File: config.mk
export PLATFORM = sky130hd
export DESIGN_NAME = flow_framer
export DESIGN_NICKNAME = d
export VERILOG_FILES = /design/src/rtl/flow_framer.sv
export SDC_FILE = /design/constraint.sdc
export NUM_CORES = 1
export LEC_CHECK = 0
export BUFFER_PORTS_ARGS = -buffer_cell sky130_fd_sc_hd__buf_2
export CORE_MARGIN = 2
export CORE_UTILIZATION = 35
export DETAILED_ROUTE_END_ITERATION = 12
export GPL_TIMING_DRIVEN = 1
export PLACE_DENSITY_LB_ADDON = 0.05
export SLEW_MARGIN = 15
export SYNTH_ARGS = -nofsm -noshare
export SYNTH_HDL_FRONTEND = slang
export SYNTH_SLANG_ARGS = --single-unit
File: constraint.sdc
create_clock -name clk_proc -period 5.2 [get_ports clk_proc]
set_input_delay 1.04 -clock clk_proc [delete_from_list [all_inputs] [get_ports clk_proc]]
set_output_delay 1.04 -clock clk_proc [all_outputs]
set_load 0.03 [all_outputs]
File: src/rtl/flow_framer.sv
// flow_framer: turns a raw pixel stream (valid + start-of-frame marker) into
// a framed fv/dv/data flow of programmed width x height. Frame geometry is
// latched when a frame is accepted. fv is held through the last pixel plus a
// short tail. A start-of-frame marker seen mid-frame aborts the frame and
// raises err_o.
module flow_framer #(
   parameter int DATA_SIZE = 16,
   parameter int DIM_BITS  = 16,
   parameter int FV_TAIL   = 4
) (
   input  logic                 clk_proc,
   input  logic                 reset,
   input  logic                 enable_i,
   input  logic [DIM_BITS-1:0]  width_i,
   input  logic [DIM_BITS-1:0]  height_i,
   input  logic                 in_valid,
   input  logic                 in_sof,
   input  logic [DATA_SIZE-1:0] in_data,
   output logic                 out_fv,
   output logic                 out_dv,
   output logic [DATA_SIZE-1:0] out_data,
   output logic [15:0]          frame_cnt_o,
   output logic                 err_o
);

   localparam int TW = (FV_TAIL < 2) ? 1 : $clog2(FV_TAIL + 1);
   localparam logic [DIM_BITS-1:0] DIM_ONE   = DIM_BITS'(1);
   localparam logic [TW-1:0]       TAIL_LOAD = TW'(FV_TAIL);
   localparam logic [TW-1:0]       TAIL_ONE  = TW'(1);

   typedef enum logic [2:0] {IDLE, WAIT_SOF, ACTIVE, TAIL, GAP} state_t;

   state_t              state;
   logic [DIM_BITS-1:0] w_q, h_q, x_q, y_q;
   logic [TW-1:0]       tail_q;

   logic [DIM_BITS-1:0] cur_w, cur_h, cur_x, cur_y, nx, ny;
   logic                x_end, last_px, dims_ok;

   // Position of the pixel being accepted this cycle. The sof pixel sits at
   // (0,0) of the geometry presented on the inputs, since it is not latched yet.
   always_comb begin
      cur_w   = w_q;
      cur_h   = h_q;
      cur_x   = x_q;
      cur_y   = y_q;
      if (state == WAIT_SOF) begin
         cur_w = width_i;
         cur_h = height_i;
         cur_x = '0;
         cur_y = '0;
      end
      x_end   = (cur_x == cur_w - DIM_ONE);
      last_px = x_end && (cur_y == cur_h - DIM_ONE);
      nx      = x_end ? '0 : cur_x + DIM_ONE;
      ny      = x_end ? cur_y + DIM_ONE : cur_y;
      dims_ok = (width_i != '0) && (height_i != '0);
   end

   // Framing FSM with registered outputs. dv and err are single-cycle
   // strobes, so they default low on every edge.
   always_ff @(posedge clk_proc or posedge reset) begin
      if (reset) begin
         state       <= IDLE;
         w_q         <= '0;
         h_q         <= '0;
         x_q         <= '0;
         y_q         <= '0;
         tail_q      <= '0;
         out_fv      <= 1'b0;
         out_dv      <= 1'b0;
         out_data    <= '0;
         frame_cnt_o <= '0;
         err_o       <= 1'b0;
      end else begin
         out_dv <= 1'b0;
         err_o  <= 1'b0;
         case (state)
            IDLE: begin
               out_fv <= 1'b0;
               if (enable_i) state <= WAIT_SOF;
            end

            WAIT_SOF: begin
               if (!enable_i) begin
                  state <= IDLE;
               end else if (in_valid && in_sof && dims_ok) begin
                  w_q      <= width_i;
                  h_q      <= height_i;
                  x_q      <= nx;
                  y_q      <= ny;
                  out_fv   <= 1'b1;
                  out_dv   <= 1'b1;
                  out_data <= in_data;
                  if (last_px) begin
                     tail_q <= TAIL_LOAD;
                     state  <= TAIL;
                  end else begin
                     state  <= ACTIVE;
                  end
               end
            end

            ACTIVE: begin
               if (in_valid && in_sof) begin
                  // Resync: abandon the frame without counting it.
                  err_o  <= 1'b1;
                  out_fv <= 1'b0;
                  state  <= GAP;
               end else if (in_valid) begin
                  x_q      <= nx;
                  y_q      <= ny;
                  out_dv   <= 1'b1;
                  out_data <= in_data;
                  if (last_px) begin
                     tail_q <= TAIL_LOAD;
                     state  <= TAIL;
                  end
               end
            end

            TAIL: begin
               // fv stays high for FV_TAIL cycles after the last pixel cycle.
               if (tail_q == '0) begin
                  out_fv      <= 1'b0;
                  frame_cnt_o <= frame_cnt_o + 16'd1;
                  state       <= enable_i ? WAIT_SOF : IDLE;
               end else begin
                  tail_q <= tail_q - TAIL_ONE;
               end
            end

            GAP: begin
               out_fv <= 1'b0;
               state  <= WAIT_SOF;
            end

            default: state <= IDLE;
         endcase
      end
   end

endmodule
==> impl_metrics.env, run 1 <==
export IMPL_status="finished, final reports clean"
export IMPL_p_leak_nw=3.340
export IMPL_overflow=0
export IMPL_drive_gt1_share_pct=19.88
export IMPL_synth_edf_count=0
export IMPL_postSynth_asyncResetShare_pct=100.0
export IMPL_ff2ff_setup_slack_ns=0.91
export IMPL_grt_max_degree=82
export IMPL_tritoncts="built"
export IMPL_r2r_start="state[1]"
export IMPL_path_class="flop to flop"
export IMPL_die_x_um=141.6
export IMPL_ys_types=73
export IMPL_r2r_end="tail_q[2]"
export IMPL_fin_ws_ns=0.9071
export IMPL_fin_crit_ns=4.293
export IMPL_core_um2=18640
export IMPL_worstHoldPathType="flop to flop"
export IMPL_synth_nets=793
export IMPL_worst_endpoint_arrival_ns=4.58
export IMPL_finalNetCount=860
export IMPL_die_area_um2=20050
export IMPL_yosysTopAreaCell="dfrtp_1"
export IMPL_antenna_cells=0
export IMPL_clock_fmax_mhz=232.9
export IMPL_p_per_area_nw_per_um2=506.4
export IMPL_hold_violations=0
export IMPL_synth_cells=733
export IMPL_maxSlewViolCount=0
export IMPL_slew_headroom_pct=36.88
export IMPL_grt_pass1_vias=5635
export IMPL_io_pins=88
export IMPL_h_tree_depth=3
export IMPL_fin_tns_setup_ns=0
export IMPL_cts_setup_buffers=0
export IMPL_slowest_stage="or4_1"
export IMPL_initial_core_util_pct=35.54
export IMPL_place_gp_congestion=0.8892
export IMPL_p_sw_mw=1.613
export IMPL_grt_pass1_wl_mm=29.55
export IMPL_slowest_delay_ns=0.63
export IMPL_setup_viol=0
export IMPL_ys_top_cells_by_area="dfrtp_1 (40%), nand2_1 (6.9%), mux2_2 (5.9%)"
export IMPL_clk_pin_slew_ns=0.07
export IMPL_swShare_pct=42.07
export IMPL_cts_resized=0
export IMPL_seq_power_share_pct=35.8
export IMPL_wl_per_cell_um=17.05
export IMPL_dominantRegCellSynth="dfrtp_1"
export IMPL_dr_pass1_iters=5
export IMPL_rsz0062_at_grt="false"
export IMPL_peakVddDrop_mv=0.2058
export IMPL_ant_nets=0
export IMPL_cp_cell_sequence="nor3b_2 > buf_4 > mux2i_1 > ha_1 > nand2_1 > xnor2_1 > nor4_1 > o221ai_1 > or4_1 > nor3_2 > o311a_1"
export IMPL_combPwrFrac_pct=44.3
export IMPL_cts_root_buf="clkbuf_16"
export IMPL_synthToLayoutAreaGrowth_pct=14.27
export IMPL_fin_skew_ns=0.009559
export IMPL_holdPathStages=2
export IMPL_vias=5644
export IMPL_startpoint="state[1]"
export IMPL_cp_max_fo=54
export IMPL_r2r_cells=11
export IMPL_drc=0
export IMPL_cts_buffers=9
export IMPL_clock_sinks=105
export IMPL_clock_latency_ns=0.35
export IMPL_cap_violations=0
export IMPL_clockBufferDepth=2
export IMPL_endpoint="tail_q[2]"
export IMPL_cp_required_ns=5.49
export IMPL_regArea_um2=2628
export IMPL_synth_top_area_share_pct=39.65
export IMPL_yosysWarningCount=0
export IMPL_nFillCells=1880
export IMPL_fp_row_count=50
export IMPL_grt_usage_pct=18.33
export IMPL_drtIter0Drc=355
export IMPL_power_internal_mw=2.221
export IMPL_finalWirelength_mm=17.71
export IMPL_viasPerCell=5.432
export IMPL_multi_input_area_um2=3772
export IMPL_synth_seq_cells=105
export IMPL_dpl_hpwl_mm=12.70
export IMPL_antenna_found_initial=0
export IMPL_seq_area_frac_synth_pct=39.65
export IMPL_synth_avg_cell_area_um2=9.040
export IMPL_crit_path_end_kind="flop"
export IMPL_port_buffers=87
export IMPL_final_util_pct=40.62
export IMPL_synthesis_area_um2=6626
export IMPL_period_share_pct=82.55
export IMPL_holdBufCountCts=0
export IMPL_dieHeight_um=141.6
export IMPL_cp_start_kind="flop"
export IMPL_pre_cts_ws_ns=0.8184
export IMPL_power_frac_clock_pct=19.9
export IMPL_worst_slew_pin_slew_ns=0.9349
[cell usage in the layout (no fill, tap or decap), types with 6 or more instances in the layout]
cell	instances
o21ai_0	17
buf_4	6
ha_1	7
clkbuf_16	9
a21oi_1	16
buf_2	87
o21ai_1	8
nor4_1	12
or3_1	15
nand4_1	12
a31oi_1	11
mux2i_1	29
xnor2_1	43
and3_1	9
mux2_2	35
dfrtp_1	105
nand3_1	31
nor2_1	45
or4_1	6
xor2_1	29
nand2_1	121
nor3_1	26
inv_1	17
and2_1	8
[metrics by stage]
step,total power [mW],hold WS (ns),cells,area [um2]
5_1_grt,4.130,0.4893,1039,7572
3_3_place_gp,3.067,0.4470,1023,7243
4_1_cts,3.878,0.4757,1039,7570
3_5_place_dp,3.096,0.4587,1023,7243
6_report,3.834,0.4695,1039,7572
2_1_floorplan,2.651,0.4594,733,6626
[how the worst min path moves through the flow]
| stage | start | end | slack [ns] |
|---|---|---|---|
| global route | out_data[0] | out_data[0] | 0.49 |
| CTS | out_data[15] | out_data[15] | 0.48 |
| detailed placement | out_data[15] | out_data[15] | 0.46 |
| global placement | out_data[9] | out_data[9] | 0.45 |
| floorplan | tail_q[1] | tail_q[1] | 0.46 |
| finish | out_data[15] | out_data[15] | 0.47 |
[synth_stat cells (5+ instances only)]
library cell    n
or4_1           6
xnor2_1        43
nand2_1       121
clkbuf_1       24
ha_1            7
nand3b_1        5
buf_2           5
a21oi_1        16
and3_1          9
buf_1           5
dfrtp_1       105
o211ai_1        5
nand2b_1        5
mux2_2         35
inv_1          18
or3_1          15
nand4_1        12
nor2_1         45
nor4_1         12
and2_1          8
o21ai_0        17
mux2i_1        29
a31oi_1        11
xor2_1         29
a22o_1          5
nand3_1        31
o21ai_1         8
nor3_1         26
[worst max-delay path: cells and delay by family (launching register included)]
| kind | cells | cell delay, ns |
|---|---|---|
| simple gates | 5 | 1.99 |
| mux | 1 | 0.29 |
| fa+ha+maj | 1 | 0.33 |
| compound gates | 2 | 0.35 |
| buf+inv | 1 | 0.58 |
| xor+xnor | 1 | 0.13 |
| flops | 1 | 0.51 |
[flip-flops by register name, indices dropped and copies added (netlist names), 3 cells and up]
signal / flops
frame_cnt_o: 16
y_q: 16
tail_q: 3
x_q: 16
state: 3
h_q: 16
w_q: 16
out_data: 16
[metal layers]
| layer | global-route usage, % | up-vias | routed length (um) |
|---|---|---|---|
| met3 | 2.835 | 16 | 498 |
| li1 | - | 2748 | - |
| met1 | 23.74 | 2774 | 8061 |
| met5 | 0 | - | 0 |
| met4 | 4.684 | 0 | 197 |
| met2 | 32.09 | 106 | 8956 |
[power by group through the flow]
stage               combinational, mW  clock (mW)  sequential (mW)
floorplan                        1.24           0             1.41
global placement                 1.69           0             1.38
detailed placement               1.71           0             1.39
CTS                              1.71       0.791             1.37
global route                     1.89       0.823             1.42
finish                           1.70       0.764             1.37
[cell families after synthesis]
| group | synth area share (%) |
|---|---|
| flops | 39.65 |
| buf+inv | 3.493 |
| fa+ha+maj | 1.322 |
| simple gates | 24.77 |
| compound gates | 10.74 |
| xor+xnor | 9.517 |
| mux | 10.50 |
[layout make-up]
cell class,count,share of cell area (%)
Multi-Input combinational cell,573,49.82
Sequential cell,105,34.70
Timing Repair Buffer,93,6.345
Tap cell,234,3.866
Clock buffer,10,3.156
Clock inverter,6,1.157
Inverter,18,0.9584
No activity file was read; power rests on OpenSTA's default activity.
==> run 2: changes to the inputs <==
--- a/config.mk
+++ b/config.mk
@@ -5,6 +5,7 @@
 export SDC_FILE = /design/constraint.sdc
 export NUM_CORES = 1
 export LEC_CHECK = 0
+export ABC_AREA = 1
 export BUFFER_PORTS_ARGS = -buffer_cell sky130_fd_sc_hd__buf_2
 export CORE_MARGIN = 2
 export CORE_UTILIZATION = 35
==> constraint.sdc (replaced) <==
create_clock -name clk_proc -period 3.7 [get_ports clk_proc]
set_input_delay 0.74 -clock clk_proc [delete_from_list [all_inputs] [get_ports clk_proc]]
set_output_delay 0.74 -clock clk_proc [all_outputs]
set_load 0.03 [all_outputs]
==> impl_metrics.env, run 2 <==
export IMPL_p_per_area_nw_per_um2=801.5
export IMPL_drtIter0Drc=385
export IMPL_p_sw_mw=3.458
export IMPL_worstHoldPathType="flop to flop"
export IMPL_seq_power_share_pct=26.4
export IMPL_cpMostUsedCell="nand2_1"
export IMPL_overflow=0
export IMPL_rsz0062_at_grt="false"
export IMPL_hold_violations=0
export IMPL_finalWirelength_mm=20.73
export IMPL_yosysWarningCount=0
export IMPL_peakVddDrop_mv=0.3428
export IMPL_worst_slew_pin_slew_ns=0.7293
export IMPL_most_common_layout_cells="nand2_1 (457), inv_1 (153), dfrtp_1 (105), nor2_1 (93), buf_2 (87)"
export IMPL_finalNetCount=1288
export IMPL_grt_usage_pct=19.31
export IMPL_p_leak_nw=4.550
export IMPL_synth_cells=1136
export IMPL_combPwrFrac_pct=59.3
export IMPL_clock_fmax_mhz=319.2
export IMPL_holdBufCountCts=0
export IMPL_power_internal_mw=3.323
export IMPL_cts_setup_buffers=0
export IMPL_placed_area_um2=8183
export IMPL_fp_row_count=52
export IMPL_status="finished, final reports clean"
export IMPL_antenna_cells=0
export IMPL_core_um2=20360
export IMPL_maxSlewViolCount=0
export IMPL_crit_family="simple AND/OR/NAND/NOR gates"
export IMPL_period_share_pct=84.66
export IMPL_slew_headroom_pct=51.38
export IMPL_crit_path_end_kind="flop"
export IMPL_dominantRegCellSynth="dfrtp_1"
export IMPL_ys_top_cells_by_area="dfrtp_1 (36%), nand2_1 (23%), inv_1 (7.9%)"
export IMPL_dieHeight_um=148.5
export IMPL_ff2ff_setup_slack_ns=0.57
export IMPL_slowest_stage="dfrtp_1"
export IMPL_synth_most_common_cell="nand2_1"
export IMPL_grt_pass1_vias=6701
export IMPL_initial_core_util_pct=35.91
export IMPL_yosysTopAreaCell="dfrtp_1"
export IMPL_synth_avg_cell_area_um2=6.437
export IMPL_synthToLayoutAreaGrowth_pct=15.71
export IMPL_h_tree_depth=3
export IMPL_synthesis_area_um2=7312
export IMPL_final_util_pct=41.55
export IMPL_wl_per_cell_um=13.79
export IMPL_setup_viol=0
export IMPL_fin_tns_setup_ns=0
export IMPL_instances_no_fill=1503
export IMPL_clock_sinks=105
export IMPL_synth_edf_count=0
export IMPL_fin_skew_ns=0.01378
export IMPL_grt_max_degree=63
export IMPL_cap_violations=0
export IMPL_postSynth_asyncResetShare_pct=100.0
export IMPL_path_class="flop to flop"
export IMPL_cp_start_kind="flop"
export IMPL_seq_area_frac_synth_pct=35.93
export IMPL_fin_area_um2=8461
export IMPL_worst_endpoint_arrival_ns=3.39
export IMPL_clk_pin_slew_ns=0.08
export IMPL_cp_required_ns=3.96
export IMPL_synth_top_area_share_pct=35.93
export IMPL_fin_crit_ns=3.132
export IMPL_place_gp_congestion=0.8757
export IMPL_cp_cell_sequence="inv_2 > nor2_4 > buf_4 > nand3_1 > nand2_1 > ha_1 > nand2_1 > nor2_1 > nand2_1 > nand2_1 > nand2_1 > nand2_1 > nand2_1 > nor2_1 > nand2_1 > nor2_1 > nand2_1 > o21ai_1 > nand2_1 > nand2_1 > nand2_1"
export IMPL_die_area_um2=22060
export IMPL_dpl_hpwl_mm=15.97
export IMPL_antenna_found_initial=0
export IMPL_synth_nets=1196
export IMPL_cts_root_buf="clkbuf_16"
export IMPL_die_x_um=148.5
export IMPL_place_inst=1487
export IMPL_drc=0
export IMPL_grt_pass1_wl_mm=33.89
export IMPL_viasPerCell=4.659
export IMPL_final_common_cell="nand2_1"
export IMPL_cts_buffers=9
export IMPL_ant_nets=0
export IMPL_slowest_delay_ns=0.50
export IMPL_swShare_pct=51.00
export IMPL_ys_types=37
export IMPL_clock_latency_ns=0.36
export IMPL_power_frac_clock_pct=14.3
export IMPL_synth_seq_cells=105
export IMPL_cp_max_fo=9
export IMPL_clockBufferDepth=2
export IMPL_drive_gt1_share_pct=12.08
export IMPL_tritoncts="built"
export IMPL_cts_resized=0
export IMPL_finalPower_mw=6.781
export IMPL_path_buf_inv=2
export IMPL_vias=7003
export IMPL_dr_pass1_iters=5
export IMPL_yosys_top_cells_count="nand2_1 (457), inv_1 (154), dfrtp_1 (105), nor2_1 (94), nand3_1 (85)"
export IMPL_io_pins=88
export IMPL_port_buffers=87
==> run 2: stage by stage <==
stage	setup WS [ns]	hold slack (ns)
floorplan	0.1995	0.4419
global placement	0.4990	0.4527
detailed placement	0.4428	0.4583
CTS	0.5190	0.4731
global route	0.1793	0.4981
finish	0.5675	0.4692
==> run 2: power by group through the flow <==
stage	Clock, mW	Combinational (mW)	Sequential, mW
final	0.969	4.02	1.79
after global routing	1.04	4.63	1.85
after CTS	1.00	4.07	1.79
after detailed placement	0	4.06	1.80
after global placement	0	4.06	1.81
after floorplan	0	2.77	1.96
==> run 2: cell type report <==
cell class / instances / area (um2)
multi-input cells: 846 / 3966
well taps: 270 / 337.8
clock inverters: 6 / 48.80
inverters: 158 / 595.6
clock buffers: 10 / 229.0
flip-flops and latches: 105 / 2628
repair buffers: 108 / 655.6
fillers: 2214 / 11900
==> run 2: per-layer routing <==
layer / vias to the layer above / part of all wire [%] / GRT usage (%)
li1: 3723 / - / -
met1: 3144 / 48 / 25.06
met2: 113 / 47 / 33.50
met3: 23 / 3.0 / 2.454
met4: 0 / 2.2 / 6.143
met5: - / 0 / 0
==> run 2: path summary, 6_finish.rpt <==
path,startpoint,to,cells after the start
max in group asynchronous,reset,w_q[1],3
hold / removal,out_data[11],out_data[11],2
setup / recovery,state[0],tail_q[1],21
hold reg to reg,out_data[11],out_data[11],2
setup reg to reg,state[0],tail_q[1],21
min in group asynchronous,reset,w_q[10],2
==> run 2: logic make-up (layout without fill, tap and decap cells) <==
group | after synthesis | in the layout | share of synthesized area (%)
fa+ha+maj | 7 | 7 | 1.198
buf+inv | 185 | 282 | 10.03
xor+xnor | 48 | 48 | 5.852
simple gates | 709 | 709 | 40.81
compound gates | 82 | 82 | 6.177
flops | 105 | 105 | 35.93
==> run 2: worst min-delay path: cells and delay by family, from the launching register on <==
kind             cells  cell delay [ns]
flip-flops           1             0.34
AND/OR/NAND/NOR      2             0.09
==> run 3: changes to the inputs <==
==> constraint.sdc (replaced) <==
create_clock -name clk_proc -period 2.9 [get_ports clk_proc]
set_input_delay 0.58 -clock clk_proc [delete_from_list [all_inputs] [get_ports clk_proc]]
set_output_delay 0.58 -clock clk_proc [all_outputs]
set_load 0.03 [all_outputs]
==> impl_metrics.env, run 3 (synthesis gave the netlist of run 2 again) <==
export IMPL_worst_slew_pin_slew_ns=0.7760
export IMPL_place_inst=1539
export IMPL_io_pins=88
export IMPL_drive_gt1_share_pct=23.16
export IMPL_grt_pass1_wl_mm=34.33
export IMPL_finalWirelength_mm=21.98
export IMPL_viasPerCell=4.701
export IMPL_grt_usage_pct=19.55
export IMPL_port_buffers=87
export IMPL_peakVddDrop_mv=0.4603
export IMPL_finalNetCount=1372
export IMPL_cts_buffers=9
export IMPL_p_leak_nw=5.072
export IMPL_status="finished, final reports clean"
export IMPL_dieHeight_um=148.5
export IMPL_fin_area_um2=9584
export IMPL_die_area_um2=22060
export IMPL_p_per_area_nw_per_um2=1048
export IMPL_worst_endpoint_arrival_ns=2.98
export IMPL_dr_pass1_iters=5
export IMPL_clock_latency_ns=0.37
export IMPL_tritoncts="built"
export IMPL_path_class="flop to flop"
export IMPL_rsz0062_at_grt="true"
export IMPL_initial_core_util_pct=35.91
export IMPL_crit_path_end_kind="flop"
export IMPL_hold_violations=0
export IMPL_clock_sinks=105
export IMPL_cp_start_kind="flop"
export IMPL_vias=7460
export IMPL_h_tree_depth=3
export IMPL_wl_per_cell_um=13.85
export IMPL_fp_row_count=52
export IMPL_whs_ns=0.3497
export IMPL_fin_skew_ns=0.01485
export IMPL_setup_viol=0
export IMPL_path_buf_inv=3
export IMPL_cts_root_buf="clkbuf_16"
export IMPL_grt_max_degree=45
export IMPL_slew_headroom_pct=48.16
export IMPL_most_common_layout_cells="nand2_1 (426), inv_1 (152), dfrtp_1 (103), buf_2 (88), buf_4 (80)"
export IMPL_cap_violations=0
export IMPL_finalPower_mw=10.04
export IMPL_period_share_pct=93.92
export IMPL_core_um2=20360
export IMPL_holdBufCountCts=0
export IMPL_drtIter0Drc=320
export IMPL_antenna_found_initial=0
export IMPL_synthToLayoutAreaGrowth_pct=31.07
export IMPL_maxSlewViolCount=0
export IMPL_drc=0
export IMPL_cp_required_ns=3.16
export IMPL_slowest_delay_ns=0.43
export IMPL_final_common_cell="nand2_1"
export IMPL_crit_family="simple AND/OR/NAND/NOR gates"
export IMPL_pre_cts_ws_ns=-0.1056
export IMPL_dpl_hpwl_mm=16.46
export IMPL_cp_cell_sequence="buf_6 > nand2_2 > nor2_4 > buf_12 > nand2_1 > nand2_1 > nand2_2 > buf_4 > nor2_2 > nand4_1 > nand2_1 > nand2_1 > nor2_2 > nand3_2 > nor2_4 > nand2_4 > nor2_4 > nand2_1 > nand2_1 > nand2_1"
export IMPL_placed_area_um2=8625
export IMPL_slowest_stage="dfrtp_2"
export IMPL_overflow=0
export IMPL_ant_nets=0
export IMPL_instances_no_fill=1587
export IMPL_cpMostUsedCell="nand2_1"
export IMPL_die_x_um=148.5
export IMPL_worstHoldPathType="input pin to asynchronous set/reset pin"
export IMPL_antenna_cells=0
export IMPL_place_gp_congestion=0.8989
export IMPL_clockBufferDepth=2
export IMPL_cp_max_fo=6
export IMPL_clk_pin_slew_ns=0.08
export IMPL_fin_crit_ns=2.724
export IMPL_fin_ws_ns=0.1762
export IMPL_grt_pass1_vias=6928
export IMPL_clock_fmax_mhz=367.1
==> run 3: per-layer routing <==
| layer | vias up | global-route usage [%] | part of all wire, % |
|---|---|---|---|
| li1 | 3901 | - | - |
| met1 | 3402 | 24.82 | 46 |
| met2 | 126 | 34.35 | 49 |
| met3 | 31 | 2.454 | 2.9 |
| met4 | 0 | 6.667 | 2.2 |
| met5 | - | 0 | 0 |
==> run 3: repair_timing <==
action / 4_1_cts / 5_1_grt
cloned: 0 / 3
setup buffers: 4 / 25
resized for setup: 3 / 112
setup endpoints to repair: 32 / 37
pin swaps: 3 / 51
==> run 3: stage by stage <==
stage                     setup TNS, ns  util, %
after floorplan                       0        -
after global placement         -0.03118    42.35
after detailed placement        -0.9247    42.35
after CTS                             0    43.93
after global routing            -0.3713    47.06
final                                 0    47.06
==> run 3: final cells by class <==
cell class	instances	area (um2)
clock buffer	9	225.2
clock inverter	7	60.06
fill	2127	10780
inverter	158	601.8
multi-input combinational	847	4328
sequential	105	2630
tap	270	337.8
timing repair buffer	191	1401
==> run 3: worst reg2reg max path: stages, from the launching register on <==
cell,delay [ns]
dfrtp_2,0.43
buf_6,0.12
nand2_2,0.08
nor2_4,0.17
buf_12,0.14
nand2_1,0.07
nand2_1,0.10
nand2_2,0.09
buf_4,0.14
nor2_2,0.14
nand4_1,0.13
nand2_1,0.12
nand2_1,0.07
nor2_2,0.14
nand3_2,0.10
nor2_4,0.18
nand2_4,0.10
nor2_4,0.15
nand2_1,0.06
nand2_1,0.06
nand2_1,0.04
==> run 3: report_power, final <==
part / internal [mW] / leakage [nW] / total, mW / switching (mW)
Combinational: 2.51 / 3.58 / 6.53 / 4.02
Clock: 0.602 / 0.143 / 1.24 / 0.640
Sequential: 1.98 / 1.35 / 2.27 / 0.289
Total: 5.09 / 5.07 / 10.0 / 4.95
==> run 3: final timing paths <==
check	startpoint	end	cells after the start	slack (ns)
worst max-delay path	state[0]	y_q[5]	20	0.18
worst min-delay path	reset	out_dv	2	0.35
max in group asynchronous	reset	h_q[13]	3	1.88
worst min register to register	frame_cnt_o[15]	frame_cnt_o[15]	1	0.47
worst max register to register	state[0]	y_q[5]	20	0.18
min in group clk_proc	in_data[2]	out_data[2]	3	0.41
